`src/rtl/acc_stream_pkg.sv`:
```
// acc_stream_pkg: shared definitions for the acc_stream frame accumulator.
//   state_t       - frame FSM states
//   ADDR_*        - cfg register byte addresses
//   CTRL_*        - bit positions inside the CTRL register
package acc_stream_pkg;

  typedef enum logic {
    IDLE  = 1'b0,
    ACCUM = 1'b1
  } state_t;

  localparam logic [7:0] ADDR_CTRL      = 8'h00;
  localparam logic [7:0] ADDR_STATUS    = 8'h04;
  localparam logic [7:0] ADDR_FRAME_CNT = 8'h08;
  localparam logic [7:0] ADDR_OVF_CNT   = 8'h0C;
  localparam logic [7:0] ADDR_PEAK      = 8'h10;

  localparam int CTRL_EN  = 0;
  localparam int CTRL_SAT = 1;
  localparam int CTRL_CLR = 2;

endpackage

```
`src/rtl/acc_len_fifo.sv`:
```
// acc_len_fifo: LEN_W x LEN_DEPTH synchronous FIFO holding pending frame lengths.
//   clk, rst_n   - clock, asynchronous active-low reset (empties the FIFO)
//   push, din    - write request and data (ignored when full)
//   pop          - read request (ignored when empty); head is valid while !empty
//   head         - oldest entry
//   full, empty  - occupancy flags
//   count        - number of stored entries
module acc_len_fifo
  import acc_stream_pkg::*;
#(
  parameter int LEN_W     = 8,
  parameter int LEN_DEPTH = 4,
  localparam int PTR_W    = $clog2(LEN_DEPTH),
  localparam int CNT_W    = PTR_W + 1
) (
  input  logic             clk,
  input  logic             rst_n,
  input  logic             push,
  input  logic [LEN_W-1:0] din,
  input  logic             pop,
  output logic [LEN_W-1:0] head,
  output logic             full,
  output logic             empty,
  output logic [CNT_W-1:0] count
);

  logic [LEN_W-1:0] mem [LEN_DEPTH];
  logic [PTR_W-1:0] wr_ptr;
  logic [PTR_W-1:0] rd_ptr;
  logic             do_push;
  logic             do_pop;

  assign full    = (count == CNT_W'(LEN_DEPTH));
  assign empty   = (count == '0);
  assign head    = mem[rd_ptr];
  assign do_push = push & ~full;
  assign do_pop  = pop & ~empty;

  // Pointers wrap naturally because LEN_DEPTH is a power of two.
  always_ff @(posedge clk or negedge rst_n) begin
    if (!rst_n) begin
      wr_ptr <= '0;
      rd_ptr <= '0;
      count  <= '0;
    end else begin
      if (do_push) wr_ptr <= wr_ptr + PTR_W'(1);
      if (do_pop)  rd_ptr <= rd_ptr + PTR_W'(1);
      count <= count + CNT_W'(do_push) - CNT_W'(do_pop);
    end
  end

  always_ff @(posedge clk) begin
    if (do_push) mem[wr_ptr] <= din;
  end

endmodule

```
`src/rtl/acc_stream.sv`:
```
// acc_stream: sums exactly len data words per frame and presents each sum on dout.
//   CLK, RST_N                  - clock, asynchronous active-low reset
//   len_value/len_en/len_rdy    - frame-length push into a LEN_DEPTH queue
//   din_value/din_en/din_rdy    - data words of the current frame
//   dout_value/dout_en/dout_rdy - held frame sum, popped by dout_en
//   cfg_*                       - 32-bit register port (CTRL, STATUS, FRAME_CNT,
//                                 OVF_CNT; read data combinational from cfg_address)
// Optional: define ACC_STREAM_PEAK_EN to add the PEAK register at 0x10.
module acc_stream
  import acc_stream_pkg::*;
#(
  parameter int DATA_W    = 8,
  parameter int SUM_W     = 8,
  parameter int LEN_W     = 8,
  parameter int LEN_DEPTH = 4
) (
  input  logic              CLK,
  input  logic              RST_N,
  input  logic [DATA_W-1:0] din_value,
  input  logic              din_en,
  output logic              din_rdy,
  input  logic              dout_en,
  output logic [SUM_W-1:0]  dout_value,
  output logic              dout_rdy,
  input  logic [LEN_W-1:0]  len_value,
  input  logic              len_en,
  output logic              len_rdy,
  input  logic [7:0]        cfg_address,
  input  logic [31:0]       cfg_data_in,
  input  logic              cfg_op,
  input  logic              cfg_en,
  output logic [31:0]       cfg_data_out,
  output logic              cfg_rdy
);

  localparam int CNT_W = $clog2(LEN_DEPTH) + 1;

  // Unsigned add of one word with the carry out of SUM_W kept in the top bit.
  function automatic logic [SUM_W:0] add_carry(input logic [SUM_W-1:0] a,
                                               input logic [DATA_W-1:0] b);
    return {1'b0, a} + (SUM_W+1)'(b);
  endfunction

  // Clamp to all-ones on carry when saturating, otherwise drop the carry (wrap).
  function automatic logic [SUM_W-1:0] sat_sum(input logic [SUM_W:0] s, input logic sat);
    if (sat && s[SUM_W]) return '1;
    return s[SUM_W-1:0];
  endfunction

  state_t             state_q, state_d;
  logic               ready_q;
  logic               ctrl_en, ctrl_sat;
  logic [LEN_W-1:0]   remaining;
  logic [SUM_W-1:0]   acc_p0;
  logic               frame_ovf_p0;
  logic [SUM_W-1:0]   out_sum_p1;
  logic               vld_p1;
  logic [31:0]        frame_cnt, ovf_cnt;

  logic               q_push, q_pop, q_full, q_empty;
  logic [LEN_W-1:0]   q_head;
  logic [CNT_W-1:0]   q_count;

  logic               start, load_zero, final_word, din_fire;
  logic [SUM_W:0]     sum_ext;
  logic [SUM_W-1:0]   sum_next;
  logic               ctrl_wr, clr;
  logic               unused_cfg;

  assign sum_ext    = add_carry(acc_p0, din_value);
  assign sum_next   = sat_sum(sum_ext, ctrl_sat);
  assign ctrl_wr    = ready_q & cfg_en & cfg_op & (cfg_address == ADDR_CTRL);
  assign clr        = ctrl_wr & cfg_data_in[CTRL_CLR];
  assign unused_cfg = ^cfg_data_in[31:3];

  assign len_rdy    = ready_q & ~q_full;
  assign cfg_rdy    = ready_q;
  assign q_push     = len_en & len_rdy;
  assign dout_rdy   = vld_p1;
  assign dout_value = out_sum_p1;

  acc_len_fifo #(
    .LEN_W     (LEN_W),
    .LEN_DEPTH (LEN_DEPTH)
  ) u_len_fifo (
    .clk   (CLK),
    .rst_n (RST_N),
    .push  (q_push),
    .din   (len_value),
    .pop   (q_pop),
    .head  (q_head),
    .full  (q_full),
    .empty (q_empty),
    .count (q_count)
  );

  always_ff @(posedge CLK or negedge RST_N) begin
    if (!RST_N) state_q <= IDLE;
    else        state_q <= state_d;
  end

  // A zero-length frame only completes into an empty output register; a
  // non-zero frame may start while a sum is held, and only its last word waits.
  always_comb begin
    state_d    = state_q;
    q_pop      = 1'b0;
    start      = 1'b0;
    load_zero  = 1'b0;
    final_word = 1'b0;
    din_rdy    = 1'b0;
    din_fire   = 1'b0;
    case (state_q)
      IDLE: begin
        if (ctrl_en && !q_empty) begin
          if (q_head == '0) begin
            if (!vld_p1) begin
              q_pop     = 1'b1;
              load_zero = 1'b1;
            end
          end else begin
            q_pop   = 1'b1;
            start   = 1'b1;
            state_d = ACCUM;
          end
        end
      end
      ACCUM: begin
        din_rdy  = ctrl_en && ((remaining > LEN_W'(1)) || !vld_p1);
        din_fire = din_en && din_rdy;
        if (din_fire && remaining == LEN_W'(1)) begin
          final_word = 1'b1;
          state_d    = IDLE;
        end
      end
      default: state_d = IDLE;
    endcase
  end

  // ---- stage p0: accumulate words of the current frame ----
  always_ff @(posedge CLK or negedge RST_N) begin
    if (!RST_N) begin
      remaining    <= '0;
      acc_p0       <= '0;
      frame_ovf_p0 <= 1'b0;
    end else if (start) begin
      remaining    <= q_head;
      acc_p0       <= '0;
      frame_ovf_p0 <= 1'b0;
    end else if (din_fire) begin
      remaining    <= remaining - LEN_W'(1);
      acc_p0       <= sum_next;
      frame_ovf_p0 <= frame_ovf_p0 | sum_ext[SUM_W];
    end
  end

  // ---- stage p1: held frame sum, control and counters ----
  always_ff @(posedge CLK or negedge RST_N) begin
    if (!RST_N) begin
      ready_q    <= 1'b0;
      out_sum_p1 <= '0;
      vld_p1     <= 1'b0;
      ctrl_en    <= 1'b1;
      ctrl_sat   <= 1'b0;
      frame_cnt  <= '0;
      ovf_cnt    <= '0;
    end else begin
      ready_q <= 1'b1;
      if (dout_en && vld_p1) vld_p1 <= 1'b0;
      if (load_zero) begin
        out_sum_p1 <= '0;
        vld_p1     <= 1'b1;
      end else if (final_word) begin
        out_sum_p1 <= sum_next;
        vld_p1     <= 1'b1;
      end
      if (ctrl_wr) begin
        ctrl_en  <= cfg_data_in[CTRL_EN];
        ctrl_sat <= cfg_data_in[CTRL_SAT];
      end
      if (clr) begin
        frame_cnt <= '0;
        ovf_cnt   <= '0;
      end else begin
        if (load_zero || final_word) frame_cnt <= frame_cnt + 32'd1;
        if (final_word && (frame_ovf_p0 || sum_ext[SUM_W])) ovf_cnt <= ovf_cnt + 32'd1;
      end
    end
  end

`ifdef ACC_STREAM_PEAK_EN
  logic [DATA_W-1:0] peak_q;

  always_ff @(posedge CLK or negedge RST_N) begin
    if (!RST_N)                              peak_q <= '0;
    else if (clr)                            peak_q <= '0;
    else if (din_fire && din_value > peak_q) peak_q <= din_value;
  end
`endif

  always_comb begin
    cfg_data_out = '0;
    if (ready_q) begin
      case (cfg_address)
        ADDR_CTRL: begin
          cfg_data_out[CTRL_EN]  = ctrl_en;
          cfg_data_out[CTRL_SAT] = ctrl_sat;
        end
        ADDR_STATUS: begin
          cfg_data_out[0]    = (state_q == ACCUM);
          cfg_data_out[1]    = vld_p1;
          cfg_data_out[15:8] = 8'(q_count);
        end
        ADDR_FRAME_CNT: cfg_data_out = frame_cnt;
        ADDR_OVF_CNT:   cfg_data_out = ovf_cnt;
`ifdef ACC_STREAM_PEAK_EN
        ADDR_PEAK:      cfg_data_out = 32'(peak_q);
`endif
        default:        cfg_data_out = '0;
      endcase
    end
  end

endmodule

```
`config.mk`:
```
export PLATFORM = sky130hd
export DESIGN_NAME = acc_stream
export DESIGN_NICKNAME = d
export VERILOG_FILES = /design/src/rtl/acc_stream_pkg.sv /design/src/rtl/acc_len_fifo.sv /design/src/rtl/acc_stream.sv
export SDC_FILE = /design/constraint.sdc
export NUM_CORES = 1
export LEC_CHECK = 0
export ABC_AREA = 0
export BUFFER_PORTS_ARGS = -buffer_cell sky130_fd_sc_hd__clkbuf_2
export CAP_MARGIN = 20
export CELL_PAD_IN_SITES_DETAIL_PLACEMENT = 1
export CELL_PAD_IN_SITES_GLOBAL_PLACEMENT = 1
export CORE_UTILIZATION = 36
export DETAILED_ROUTE_END_ITERATION = 8
export PLACE_DENSITY_LB_ADDON = 0.15
export SETUP_SLACK_MARGIN = 0.3
export SLEW_MARGIN = 20
export SYNTH_ARGS = -nofsm -noshare
export SYNTH_HDL_FRONTEND = slang
export SYNTH_SLANG_ARGS = --single-unit
```
`constraint.sdc`:
```
create_clock -name CLK -period 6.2 [get_ports CLK]
set_input_delay 0.31 -clock CLK [delete_from_list [all_inputs] [get_ports CLK]]
set_output_delay 0.31 -clock CLK [all_outputs]
set_load 0.01 [all_outputs]
```
Yosys cells after proc, flatten, opt, wreduce, memory -nomap -nowiden

Memory sizes are Yosys's and may differ from the RTL's.
Cells that the tools add are included.

RAM bits: 32
Output and inout port bits: 44
Memories kept: 1
Input bits: 63
Register bits after elaboration: 101

Eq/ne operators: 5
Add/subtract/negate cells: 8
Magnitude comparators: 1
Bitwise logic cells: 12
Reduce and logical (&&, ||, !) cells: 20
Mux-type cells: 41

Memories:

| name           | depth | width | rd ports | clocked after memory_dff | wr ports | line               | RTL |
|---|---|---|---|---|---|---|---|
| u_len_fifo.mem | 4     | 8     | 1        | 0                        | 1        | acc_len_fifo.sv:27 | `logic [LEN_W-1:0] mem [LEN_DEPTH];` |

Operator list:

| operator                                                              | number |
|---|---|
| 32-bit 2-to-1 mux                                                     | 5 |
| 32-bit by 1-bit adder with 32-bit output (second input constant)      | 2 |
| 8-bit 2-to-1 mux                                                      | 8 |
| 16-bit one-hot mux with 2 select lines                                | 1 |
| 8-bit one-hot mux with 3 select lines                                 | 1 |
| 1-bit 2-to-1 mux                                                      | 23 |
| 8-bit by 4-bit == test with 1-bit output (second input constant)      | 2 |
| 8-bit logical NOT                                                     | 2 |
| 6-bit one-hot mux with 2 select lines                                 | 1 |
| 8-bit by 8-bit adder with 9-bit output                                | 1 |
| 1-bit AND                                                             | 8 |
| 8-bit by 1-bit == test with 1-bit output (second input constant)      | 1 |
| 8-bit by 3-bit == test with 1-bit output (second input constant)      | 1 |
| 8-bit by 1-bit > comparator with 1-bit output (second input constant) | 1 |
| 2-bit one-hot mux with 4 select lines                                 | 1 |
| 2-bit nonzero test                                                    | 4 |
| 8-bit by 1-bit subtractor with 8-bit output (second input constant)   | 1 |
| 1-bit logical AND                                                     | 7 |
| 2-bit by 1-bit adder with 2-bit output (second input constant)        | 2 |
| 3-bit by 1-bit adder with 3-bit output                                | 1 |
| 3-bit == test (second input constant)                                 | 1 |
| 3-bit logical NOT                                                     | 1 |
| 1-bit logical OR                                                      | 3 |
| 1-bit inverter                                                        | 3 |
| 5 further kinds                                                       | 6 |

Depth between registers and ports, before layout

Word-level depth: 10
Gate-level depth with buffers: 12
Mapped depth without buffers: 11

Hierarchy

A second synthesis with hierarchy kept.

Cells, all modules: 741
Area, all modules: 7404.6 um^2

Modules (own cells, without submodules):

| module       | instances | seq. area each (um^2) | area an instance (um^2) | cells an instance |
|---|---|---|---|---|
| acc_stream   | 1         | 2353.5                | 5781.8                  | 658 |
| acc_len_fifo | 1         | 1136.1                | 1622.8                  | 83 |

Worst setup path before layout

No wires, ideal clock.

Kind: flip-flop to flip-flop
Start: register u_len_fifo.rd_ptr[0]
End: register u_len_fifo.count[2]
Arrival time: 3.166 ns
Stages on the path, launching flop included: 13
Library setup time: 0.126 ns
Clock period less this slack: 3.292 ns
Required time: 6.074 ns
Slack: 2.908 ns
Cell sequence: dfrtp_1 -> buf_2 -> mux4_2 -> nor4_1 -> a21boi_1 -> or2_2 -> ha_1 -> inv_1 -> ha_1 -> inv_1 -> fa_1 -> xnor2_1 -> xnor2_1

Longest elaborated chain between the ends: 7

Ends and longest elaborated chain:

| element                                     | line               | RTL |
|---|---|---|
| from (decl)                                 | acc_len_fifo.sv:29 | `logic [PTR_W-1:0] rd_ptr;` |
| from (signal assigned)                      | acc_len_fifo.sv:47 | `if (do_pop) rd_ptr <= rd_ptr + PTR_W'(1);` |
| memory 4 x 8 bit                            | n/a                |  |
| 8-bit logical NOT                           | acc_stream.sv:115  | `if (q_head == '0) begin` |
| 1-bit 2-to-1 mux                            | acc_stream.sv:115  |  |
| 1-bit 2-to-1 mux                            | acc_stream.sv:114  | `if (ctrl_en && !q_empty) begin` |
| 1-bit 2-to-1 mux                            | acc_stream.sv:112  | `case (state_q)` |
| 1-bit AND                                   | acc_len_fifo.sv:37 | `assign do_pop = pop & ~empty;` |
| via u_len_fifo.do_pop                       | acc_len_fifo.sv:31 | `logic do_pop;` |
| 3-bit by 1-bit subtractor with 3-bit output | acc_len_fifo.sv:48 | `count <= count + CNT_W'(do_push) - CNT_W'(do_pop);` |
| to (signal assigned)                        | acc_len_fifo.sv:48 |  |
| to (decl)                                   | acc_len_fifo.sv:24 | `output logic [CNT_W-1:0] count` |

The timed path passes the listed nets, and every way through them passes these cells.
A chain may end at the register's enable or synchronous reset.

Worst setup path after layout

Same ends and word-level chain as after synthesis.

==> reports/summary.txt <==
Root Buffer: clkbuf_16
Slew of the pin with the lowest slew margin: 1.04 ns
Routed via count: 5753
PD cells: 282 nW/µm²
Die area: 20700 µm²
Most common cell after layout, fill and taps aside: dfrtp_1
Netlist cell types: 58
Pleak: 3.58 nW
Crit-path max FO: 10
Final Critical Period: 3.94 ns
WP data required: 6.51 ns
Setup bufs post-CTS: 0
Clock Path Buffers: 2
Final Routed Wirelength: 19.7 mm
Cells after DPL: 1023
Iter 0 DRT Violations: 234
Post-synth EDFFs: 32
Post-Synth Simple-Gate Area: 17.9%
Worst R2R End: u_len_fifo.count[2]$_DFF_PN0_
Share of the synthesized area in the top cell type: 34.5%
Post-CTS sizing: 0
XOR/XNOR Fraction of Synth Area: 5.56%
Routed WL per cell: 18.7 µm
GRT Total Usage: 20.6%
Core Area: 19600 µm²
Cell Area, Synth: 7240 µm²
Largest family of logic cells by synthesized area: simple AND/OR/NAND/NOR gates
RSZ-0062 raised after global routing: false
Top cells by area, synth: dfrtp_1 (35%), edfxtp_1 (13%), xnor2_1 (4.6%)
Hold-fix buffers, CTS: 0
Leading register cell type out of synthesis: dfrtp_1
Synth area leader: dfrtp_1
Worst-path clk slew: 0.07 ns
Die Span Y: 144 µm
Area growth syn-to-layout: 17.1%
CTS sink cnt: 133
# rows: 51
CTS tree: yes
Port bufs: 77
Syn Area/Cell: 10.2 µm²
Post-DP HPWL: 13.5 mm
Synth Area in Compound Gates: 13.0%
Worst R2R Path Depth: 11
Slowest cell on crit path: dfrtp_1
Share of layout cells above drive strength 1: 18.1%
Worst VDD drop: 0.000168 V
Worst-skew pair later-pin latency: 0.43 ns
Crit-path cells: mux4_2, nor4_1, a21boi_1, or2_2, ha_1, inv_1, ha_1, inv_1, fa_1, xnor2_1, xnor2_1
Diode count: 0
Worst R2R Start: u_len_fifo.rd_ptr[0]$_DFFE_PN0P_
CTS Buf Count: 17
R2r setup slk: 2.26 ns
Max-cap violations: 0
Fmax: 253 MHz
Setup-failing EPs final: 0
Initial Utilization: 37.0%
Final Max Tran Viols: 0
Status: complete, but fails checks
Post-Synth Adder-Cell Area: 3.66%
Post-route ant nets: 0
Worst clock skew: 0.0107 ns
Startpoint Class: register
CP delay by family, top: simple AND/OR/NAND/NOR gates
H-tree Lvls: 4
Synth async-reset ratio: 75.9%
Critical Path Source: u_len_fifo.rd_ptr[0]$_DFFE_PN0P_
Pin count of the biggest net entering global routing: 62
Most frequent cells in the layout: dfrtp_1 (100), nor2_1 (87), clkbuf_2 (76), nand2_1 (51)
Fin crit share: 63.6%
Number of global-route vias before repair: 6262
Max-slew headroom: 30.1%
Final Net Count: 861
# IOs: 107
Worst hold slack: -0.0115 ns
Register bit total from synthesis: 133
Setup tns final: 0 ns
Syn. warnings: 0
Crit path depth: 11
Syn_nets: 795
Via density: 5.45
Routability cong.: 0.778
Congestion Overflow GR: 0
Die span in x: 144 µm
Largest stage delay, worst path: 0.70 ns
Failing checks: negative hold slack
# DRC: 0
Worst Path Buf+Inv: 2
CP Class: register to register
Mux contribution to synthesized area: 8.21%
Initial antenna violation count: 0
Worst setup path endpoint: u_len_fifo.count[2]$_DFF_PN0_
WP data arrival: 4.26 ns
Worst min path class: primary input to async pin
First-pass GRT wire length: 32.5 mm
Final Non-Filler Cells: 1056
Setup crit end kind: register
Cells after Synth: 712
Drt first pass iters: 4
Fin. Hold Viols: 10
Sequential area share after synthesis: 48.2%
## per-stage QoR
stage	hold slack [ns]	area [µm²]	total power, mW	setup WS (ns)	util, %
after floorplan	0.0144	7240	1.26	2.91	-
after global placement	0.466	7850	1.35	2.23	40.1
after detailed placement	0.476	7850	1.37	2.21	40.1
after CTS	0.0227	8460	2.42	2.21	43.2
after global routing	0.0572	8480	2.50	2.02	43.3
final	-0.0115	8480	2.39	2.26	43.3
## worst min path at each step
stage                                endpoint  slack, ns  depth (start not counted)
floorplan               acc_p0[0]$_DFFE_PN0P_       0.01                          0
global placement    frame_cnt[29]$_DFFE_PN0P_       0.47                          1
detailed placement  frame_cnt[28]$_DFFE_PN0P_       0.48                          1
CTS                 frame_cnt[28]$_DFFE_PN0P_       0.02                          1
global route          ovf_cnt[21]$_DFFE_PN0P_       0.06                          1
finish              frame_cnt[30]$_DFFE_PN0P_      -0.01                          1
## cells by family (layout without fill, tap and decap cells)
group                    Yosys count  count (layout)
AO/OA/AOI/OAI                    145             145
XOR/XNOR                          46              46
adder cells (fa/ha/maj)           20              20
buffers and inverters             61             140
flip-flops                       133             133
multiplexers                      46              46
other                              1               1
AND/OR/NAND/NOR                  260             260
## Yosys cell counts, drive strengths merged, types with 4 or more instances
cell	count
a21oi	38
mux4	10
dfrtp	100
o21ai	35
or2	5
xnor2	38
o22a	4
nand4	12
ha	18
a2111oi	11
a21o	5
nand3	23
nor3	4
or3	13
nand2	51
a211oi	14
buf	6
o31a	4
mux2	7
or4	19
edfxtp	32
mux2i	29
nor4	17
clkbuf	30
nor2	88
inv	25
o31ai	15
xor2	8
a22oi	4
and3	14
## flip-flops by register name, summed over array words and instances (netlist names)
name	cells
ctrl_en	1
u_len_fifo.mem	32
remaining	8
u_len_fifo.wr_ptr	2
ctrl_sat	1
cfg_rdy	1
u_len_fifo.count	3
frame_ovf_p0	1
acc_p0	8
state_q	1
frame_cnt	32
dout_rdy	1
ovf_cnt	32
dout_value	8
u_len_fifo.rd_ptr	2
## metal layers
metal  GRT usage [%]  part of all wire (%)
met5               0                     0
met3            4.00                   2.6
met1            27.6                    49
met2            33.2                    48
met4            6.49                   1.1
## power breakdown
part           switching, mW  total, mW  internal, mW
Sequential            0.0738       1.04         0.966
Combinational          0.164      0.306         0.142
Clock                  0.463       1.04         0.580
## cell type report
| type | count | area, µm² |
|---|---|---|
| clock buffers | 17 | 425 |
| clock inverters | 15 | 176 |
| fillers | 2251 | 11100 |
| inverters | 25 | 93.8 |
| multi-input cells | 518 | 3510 |
| flip-flops and latches | 133 | 3490 |
| well taps | 265 | 332 |
| repair buffers | 83 | 453 |
Note: power is estimated with default switching activity, not from simulation.
